$ cat config.mk
export PLATFORM = sky130hd
export DESIGN_NAME = seq_divider16
export DESIGN_NICKNAME = d
export VERILOG_FILES = /design/src/rtl/seq_divider16.sv
export SDC_FILE = /design/constraint.sdc
export NUM_CORES = 1
export LEC_CHECK = 0
export CAP_MARGIN = 20
export CELL_PAD_IN_SITES_DETAIL_PLACEMENT = 2
export CELL_PAD_IN_SITES_GLOBAL_PLACEMENT = 2
export CORE_UTILIZATION = 32
export CTS_CLUSTER_DIAMETER = 30
export CTS_CLUSTER_SIZE = 30
export DETAILED_ROUTE_END_ITERATION = 12
export GPL_TIMING_DRIVEN = 0
export HOLD_SLACK_MARGIN = 0.1
export MAX_ROUTING_LAYER = met4
export PLACE_DENSITY_LB_ADDON = 0.1
export SKIP_CTS_REPAIR_TIMING = 1
export SYNTH_ARGS = -nofsm -noshare
export SYNTH_HDL_FRONTEND = slang
export SYNTH_SLANG_ARGS = --single-unit
$ cat constraint.sdc
create_clock -name clk -period 2.85 [get_ports clk]
set_input_delay 0.57 -clock clk [delete_from_list [all_inputs] [get_ports clk]]
set_output_delay 0.57 -clock clk [all_outputs]
set_load 0.05 [all_outputs]
$ cat src/rtl/seq_divider16.sv
// seq_divider16 -- 16-bit sequential restoring divider.
//
// The divider works one quotient bit per clock, starting at the MSB. A start
// is accepted when load=1 in IDLE or DONE. The result is presented, with
// done=1, 16 cycles after the accepting edge. In the signed build the result
// appears 17 cycles after that edge. A zero divisor finishes one cycle after
// the accepting edge. The result is held until the next accepted start or
// reset.
//
// Build option:
//   DIV_SIGNED_EN  When defined, operands are two's complement. The quotient
//                  truncates toward zero and the remainder takes the sign of
//                  the dividend. One extra cycle is used for sign correction.
//                  The ports are unchanged.
//
// Ports:
//   clk          rising-edge clock
//   rst          synchronous active-high reset
//   load         start request
//   dividend     numerator, captured on an accepted start
//   divisor      denominator, captured on an accepted start
//   quotient     registered quotient, valid while done=1
//   remainder    registered remainder, valid while done=1
//   done         result valid; held until the next accepted start or reset
//   busy         high while the divider is iterating (RUN)
//   div_by_zero  the last accepted operation had divisor==0; valid with done
module seq_divider16 (
  input  logic        clk,
  input  logic        rst,
  input  logic        load,
  input  logic [15:0] dividend,
  input  logic [15:0] divisor,
  output logic [15:0] quotient,
  output logic [15:0] remainder,
  output logic        done,
  output logic        busy,
  output logic        div_by_zero
);

  typedef enum logic [1:0] {IDLE, RUN, DONE} state_t;

`ifdef DIV_SIGNED_EN
  // 16 shift-subtract steps plus one sign-correction cycle.
  localparam logic [4:0] LOAD_COUNT = 5'd17;
`else
  localparam logic [4:0] LOAD_COUNT = 5'd16;
`endif

  state_t      state;
  logic [4:0]  count;
  logic [15:0] dq;        // dividend bits shift out the top; quotient bits shift in the bottom
  logic [15:0] part;      // partial remainder; it is always < divisor, so 16 bits are enough
  logic [15:0] dvs;       // captured divisor (its magnitude in the signed build)
  logic [15:0] orig;      // dividend as presented; used as the remainder for a zero divisor
  logic        zero;      // captured divisor was zero

  // One restoring step. The 17-bit shifted partial is compared with the divisor.
  logic [16:0] part_shift;
  logic        take;
  logic [15:0] part_diff;
  logic [15:0] part_step;
  logic [15:0] dq_step;

  always_comb begin
    part_shift = {part, dq[15]};
    take       = (part_shift >= {1'b0, dvs});
    // The subtraction is only used when take=1. In that case the result fits
    // in 16 bits, so it is done modulo 2^16.
    part_diff  = part_shift[15:0] - dvs;
    part_step  = take ? part_diff : part_shift[15:0];
    dq_step    = {dq[14:0], take};
  end

  // Operand magnitudes to capture. The unsigned build uses them unchanged.
  logic [15:0] dd_cap;
  logic [15:0] dv_cap;

`ifdef DIV_SIGNED_EN
  logic q_neg;   // quotient must be negated (operand signs differ)
  logic r_neg;   // remainder must be negated (dividend negative)

  // Two's-complement magnitude. 16'h8000 maps to 16'h8000, which is correct when read unsigned.
  always_comb begin
    dd_cap = dividend[15] ? (~dividend + 16'd1) : dividend;
    dv_cap = divisor[15]  ? (~divisor  + 16'd1) : divisor;
  end
`else
  always_comb begin
    dd_cap = dividend;
    dv_cap = divisor;
  end
`endif

  always_ff @(posedge clk) begin
    if (rst) begin
      state       <= IDLE;
      count       <= 5'd0;
      dq          <= 16'd0;
      part        <= 16'd0;
      dvs         <= 16'd0;
      orig        <= 16'd0;
      zero        <= 1'b0;
      quotient    <= 16'd0;
      remainder   <= 16'd0;
      done        <= 1'b0;
      busy        <= 1'b0;
      div_by_zero <= 1'b0;
`ifdef DIV_SIGNED_EN
      q_neg       <= 1'b0;
      r_neg       <= 1'b0;
`endif
    end else begin
      case (state)
        IDLE, DONE: begin
          if (load) begin
            dq          <= dd_cap;
            dvs         <= dv_cap;
            orig        <= dividend;
            part        <= 16'd0;
            zero        <= (divisor == 16'd0);
            count       <= LOAD_COUNT;
            done        <= 1'b0;
            div_by_zero <= 1'b0;
            busy        <= 1'b1;
            state       <= RUN;
`ifdef DIV_SIGNED_EN
            q_neg       <= dividend[15] ^ divisor[15];
            r_neg       <= dividend[15];
`endif
          end
        end

        RUN: begin
          if (zero) begin
            // A zero divisor has a fixed result and finishes on the first RUN edge.
            quotient    <= 16'hFFFF;
            remainder   <= orig;
            div_by_zero <= 1'b1;
            done        <= 1'b1;
            busy        <= 1'b0;
            count       <= 5'd0;
            state       <= DONE;
`ifdef DIV_SIGNED_EN
          end else if (count == 5'd1) begin
            // Extra cycle: apply the signs to the unsigned quotient and remainder.
            quotient    <= q_neg ? (~dq + 16'd1) : dq;
            remainder   <= r_neg ? (~part + 16'd1) : part;
            done        <= 1'b1;
            busy        <= 1'b0;
            count       <= 5'd0;
            state       <= DONE;
`endif
          end else begin
            dq    <= dq_step;
            part  <= part_step;
            count <= count - 5'd1;
`ifndef DIV_SIGNED_EN
            if (count == 5'd1) begin
              quotient  <= dq_step;
              remainder <= part_step;
              done      <= 1'b1;
              busy      <= 1'b0;
              state     <= DONE;
            end
`endif
          end
          // load is ignored here: operands and progress stay as they are.
        end

        default: state <= IDLE;
      endcase
    end
  end

endmodule
# [Word-level counts from Yosys, hierarchy flattened]
# Index checks and enable logic that the tools add are counted.
[classes] div_mod_pow=0 n_bitwise=0 mux=28 shifts=0 magnitude_cmp=1 n_eq_ne=7 mul=0 n_addsub=2 n_reduce_logical=12
[op_table] cell="2-to-1 mux 16 bit" count=9
[op_table] cell="one-hot mux 16 bit (2 select lines)" count=2
[op_table] cell=">= comparator 17 x 16 -> 1 bit" count=1
[op_table] cell="logical NOT 16 bit" count=1
[op_table] cell="subtractor 16 bit" count=1
[op_table] cell="2-to-1 mux 5 bit" count=2
[op_table] cell="one-hot mux 5 bit (2 select lines)" count=1
[op_table] cell="AND reduction 3 bit" count=3
[op_table] cell="AND reduction 2 bit" count=4
[op_table] cell="2-to-1 mux 1 bit" count=7
[op_table] cell="2-to-1 mux 2 bit" count=3
[op_table] cell="!= test 2 bit, second input constant" count=3
[op_table] cell="one-hot mux 1 bit (2 select lines)" count=3
[op_table] cell="== test 5 x 1 -> 1 bit, second input constant" count=1
[op_table] cell="subtractor 5 x 1 -> 5 bit, second input constant" count=1
[op_table] cell="one-hot mux 2 bit (2 select lines)" count=1
[op_table] cell="nonzero test 2 bit" count=2
[op_table] cell="!= test 3 bit, second input constant" count=1
[op_table] cell="== test 2 x 1 -> 1 bit, second input constant" count=1
[op_table] cell="== test 2 bit, second input constant" count=1
[op_table] cell="logical NOT 2 bit" count=1
[op_table] cell="OR reduction 2 bit" count=1
[word_totals] mem_bits_ro=0 ramBits=0 out_inout_bits=35 latch_bits=0 memories=0 ff_bits=107 wordCells=62

# [Depth between registers and ports, before layout]
[logic_depth] depth_word=4 mapped_depth=11

# [Least setup slack after synthesis]
# No wires, ideal clock.
[synth_timing] kind="register to register" startpoint="register dvs[10]" endpoint="register remainder[6]" stages_incl_launch_ff=12 setup_slack_ns=0.418 required_ns=2.733 arrival_time_ns=2.315 setup_ns=0.117 path_cell_list="dfxtp_1 inv_1 ha_1 nand4_2 or4_4 nand3_2 o31a_4 buf_8 buf_12 mux2i_1 o21ai_1 a22o_1"
[synth_between] elab_chain_len=4
[synth_lines] item="start: declaration" line="53" text="logic [15:0] dvs;"
[synth_lines] item="start signal: assignment" line="117" text="dvs <= dv_cap;"
[synth_lines] item=">= comparator 17 x 16 -> 1 bit" line="66" text="take = (part_shift >= {1'b0, dvs});"
[synth_lines] item="2-to-1 mux 16 bit" line="70" text="part_step = take ? part_diff : part_shift[15:0];"
[synth_lines] item="2-to-1 mux 16 bit" line="158" text="if (count == 5'd1) begin"
[synth_lines] item="2-to-1 mux 16 bit" line="134" text="if (zero) begin"
[synth_lines] item="end signal: assignment" line="137" text="remainder <= orig;"
[synth_lines] item="end signal: assignment" line="160" text="remainder <= part_step;"
[synth_lines] item="end: declaration" line="34" text="output logic [15:0] remainder,"
# Every way passes these cells. The select of a mux whose other input is x is not followed.
# A chain may end at the register's enable or synchronous reset.

# [Worst setup path after layout]
[layout_timing] startpoint="register dvs[11]" endpoint="register part[1]"
[layout_between] elab_chain_len=4
[layout_lines] item=">= comparator 17 x 16 -> 1 bit" line="66"
[layout_lines] item="2-to-1 mux 16 bit" line="70"
[layout_lines] item="2-to-1 mux 16 bit" line="134"
[layout_lines] item="one-hot mux 16 bit (2 select lines)" line="113" text="case (state)"
[layout_lines] item="end signal: assignment" line="155" text="part <= part_step;"
[layout_lines] item="end: declaration" line="52" text="logic [15:0] part;"
# Every way passes these cells. The select of a mux whose other input is x is not followed.

==> results.sh <==
export IMPL_status="finished, final reports clean"
export IMPL_grt_max_degree=18
export IMPL_htree_levels=3
export IMPL_fill_cells=1857
export IMPL_cp_required_ns=3.08
export IMPL_fp_row_count=46
export IMPL_grt_total_usage=0.245
export IMPL_place_gp_congestion=0.825
export IMPL_skew_ns=0.00858
export IMPL_die_w_um=131
export IMPL_drv_slew=0
export IMPL_synthFlopType="dfxtp_1"
export IMPL_root_buffer="clkbuf_16"
export IMPL_syn_num_nets=727
export IMPL_synth_edf_count=0
export IMPL_post_route_period_util=0.961
export IMPL_setup_viol=0
export IMPL_leakage_nw=2.36
export IMPL_drc=0
export IMPL_ant_nets=0
export IMPL_die_h_um=131
export IMPL_clkTransAtPathRegs_ns=0.07
export IMPL_grt_pass1_vias=5545
export IMPL_hold_path_class="flip-flop to flip-flop"
export IMPL_pre_cts_slack_ns=-0.000679
export IMPL_crit_arrival_ns=2.97
export IMPL_cts_tree="yes"
export IMPL_synth_seq_cells=107
export IMPL_vias_per_cell=5.37
export IMPL_grt_pass1_wl_mm=31.5
export IMPL_synth_top_cell_by_area="dfxtp_1"
export IMPL_io_pins=70
export IMPL_setup_worst_path_class="flip-flop to flip-flop"
export IMPL_holdPathStages=2
export IMPL_ys_seq_area_frac=0.401
export IMPL_start_util=0.332
export IMPL_synth_warnings=0
export IMPL_cp_end_kind="flip-flop"
export IMPL_drt_pre_antenna_iters=4
export IMPL_worst_path_stages=11
export IMPL_setup_slack_ns=0.111
export IMPL_crit_buf_inv=3
export IMPL_dp_hpwl_mm=15.5
export IMPL_grt_overflow=0
export IMPL_slew_headroom=0.358
export IMPL_synthTopCellsByCount="128 x nand2_1, 107 x dfxtp_1, 71 x nor2_1"
export IMPL_nets=808
export IMPL_antennaDiodeCount=0
export IMPL_cp_slowest_cell="or4_4"
export IMPL_synth_top_cell_area_share=0.401
export IMPL_cts_path_max_buffers=2
export IMPL_clock_sinks=107
export IMPL_numCtsBuffers=9
export IMPL_cp_cell_sequence="inv_1 -> ha_2 -> nand4_4 -> or4_4 -> nand3_2 -> o31a_4 -> buf_8 -> buf_12 -> mux2i_2 -> o21ai_1 -> nor2b_1"
export IMPL_antenna_found_initial=0
export IMPL_wl_per_cell_um=20.7
export IMPL_clock_fmax_mhz=365
export IMPL_syn_avg_cell_area_um2=7.94
export IMPL_path_max_fanout=10
export IMPL_synth_distinct_cells=63
export IMPL_crit_family="simple AND/OR/NAND/NOR gates"
export IMPL_min_period_ns=2.74
export IMPL_drt_iter0_drc=297
export IMPL_die_area_um2=17200
export IMPL_startpoint_type="flip-flop"
export IMPL_max_stage_delay_ns=0.58
export IMPL_power_density_nw_per_um2=794
export IMPL_wl_mm=20.1
export IMPL_hold_viol=0
export IMPL_syn_inst=673
export IMPL_hold_ws_ns=0.460
export IMPL_peakVddDrop_mv=0.487
export IMPL_via_count=5232
export IMPL_clkLatencyLatePin_ns=0.37
export IMPL_async_flop_share=0
export IMPL_synth_most_common_cell="nand2_1"
export IMPL_final_util=0.414
export IMPL_r2r_cells=11
export IMPL_port_buffers=68
export IMPL_tightestPinTransition_ns=0.959
export IMPL_core_um2=16100
export IMPL_syn2layout_area_growth_pct=24.9
export IMPL_synthTopCellsByArea="dfxtp_1 40%, nand2_1 9.0%, a21oi_1 5.9%"
export IMPL_drv_cap=0
export IMPL_drive_above_1_share=0.0607
export IMPL_synth_area_um2=5350
==> sequential cells by signal, summed over array words and instances (netlist names) <==
name and count:
remainder 16, dvs 16, state 2, part 16
done 1, busy 1, dq 16, quotient 16
zero 1, div_by_zero 1, orig 16, count 5
==> worst min-delay path, delay by kind of cell (launching register included) <==
kind | cells | cell delay [ns]
flip-flops | 1 | 0.31
AND/OR/NAND/NOR | 1 | 0.05
AO/OA/AOI/OAI | 1 | 0.05
==> cell type report <==
type | instances | area (um^2) | share of cell area
Inverter | 26 | 97.6 | 0.0146
Buffer | 43 | 193 | 0.0289
Multi-Input combinational cell | 497 | 3010 | 0.451
Tap cell | 216 | 270 | 0.0405
Timing Repair Buffer | 70 | 696 | 0.104
Sequential cell | 107 | 2140 | 0.321
Clock buffer | 10 | 229 | 0.0343
Clock inverter | 5 | 40.0 | 0.00600
==> placed cells by master (no fill, tap or decap), types with 6 or more instances in the layout <==
| cell | synthesis | routed |
|---|---|---|
| nand2_1 | 128 | 128 |
| dfxtp_1 | 107 | 107 |
| nor2_1 | 71 | 70 |
| clkdlybuf4s50_1 | 0 | 68 |
| a21oi_1 | 63 | 60 |
| clkbuf_1 | 32 | 33 |
| inv_1 | 26 | 26 |
| o21ai_1 | 19 | 21 |
| nor3_1 | 16 | 16 |
| a311oi_1 | 15 | 15 |
| a211oi_1 | 14 | 14 |
| ha_1 | 18 | 14 |
| nand3_1 | 13 | 13 |
| o22ai_1 | 12 | 12 |
| clkbuf_16 | 0 | 9 |
| buf_1 | 8 | 8 |
| mux2i_1 | 11 | 8 |
| nor2b_1 | 7 | 7 |
| xor2_1 | 7 | 7 |
| a22o_1 | 7 | 7 |
| o21ai_0 | 8 | 6 |
| nor4_1 | 6 | 6 |
| o21a_1 | 6 | 6 |
==> per-stage QoR <==
step / total power, mW / std cells / TNS, ns / cell area, um^2
after global placement: 3.87 / 957 / 0 / 6300
after detailed placement: 3.95 / 957 / -0.000679 / 6300
after CTS: 5.18 / 972 / -0.0578 / 6570
after floorplan: 3.28 / 673 / 0 / 5350
after global routing: 5.60 / 974 / -0.0600 / 6680
final: 5.30 / 974 / 0 / 6680
==> kinds of logic after synthesis <==
family | count (synthesis) | synth area share
AO/OA/AOI/OAI | 188 | 0.239
XOR/XNOR | 11 | 0.0180
adder cells (fa/ha/maj) | 19 | 0.0459
buffers and inverters | 69 | 0.0543
flip-flops | 107 | 0.401
multiplexers | 11 | 0.0206
AND/OR/NAND/NOR | 268 | 0.221
==> path summary, 6_finish.rpt <==
path	start	end	slack [ns]
setup / recovery	dvs[11]$_SDFFE_PP0P_	part[1]$_SDFFE_PP0P_	0.11
setup reg to reg	dvs[11]$_SDFFE_PP0P_	part[1]$_SDFFE_PP0P_	0.11
hold / removal	remainder[15]$_SDFFE_PP0P_	remainder[15]$_SDFFE_PP0P_	0.46
hold reg to reg	remainder[15]$_SDFFE_PP0P_	remainder[15]$_SDFFE_PP0P_	0.46
==> report_power, final <==
| group | internal, mW | switching, mW |
|---|---|---|
| clock network | 0.594 | 0.614 |
| logic | 0.967 | 1.40 |
| registers | 1.61 | 0.116 |
| total | 3.17 | 2.13 |
==> routing by layer <==
metal,part of all wire,up-vias,track usage
met1,0.46,2585,0.316
li1,-,2539,-
met4,0.013,0,0.0549
met2,0.48,90,0.399
met5,0,-,-
met3,0.038,18,0.0444
Power figures use the tool's default switching activity.
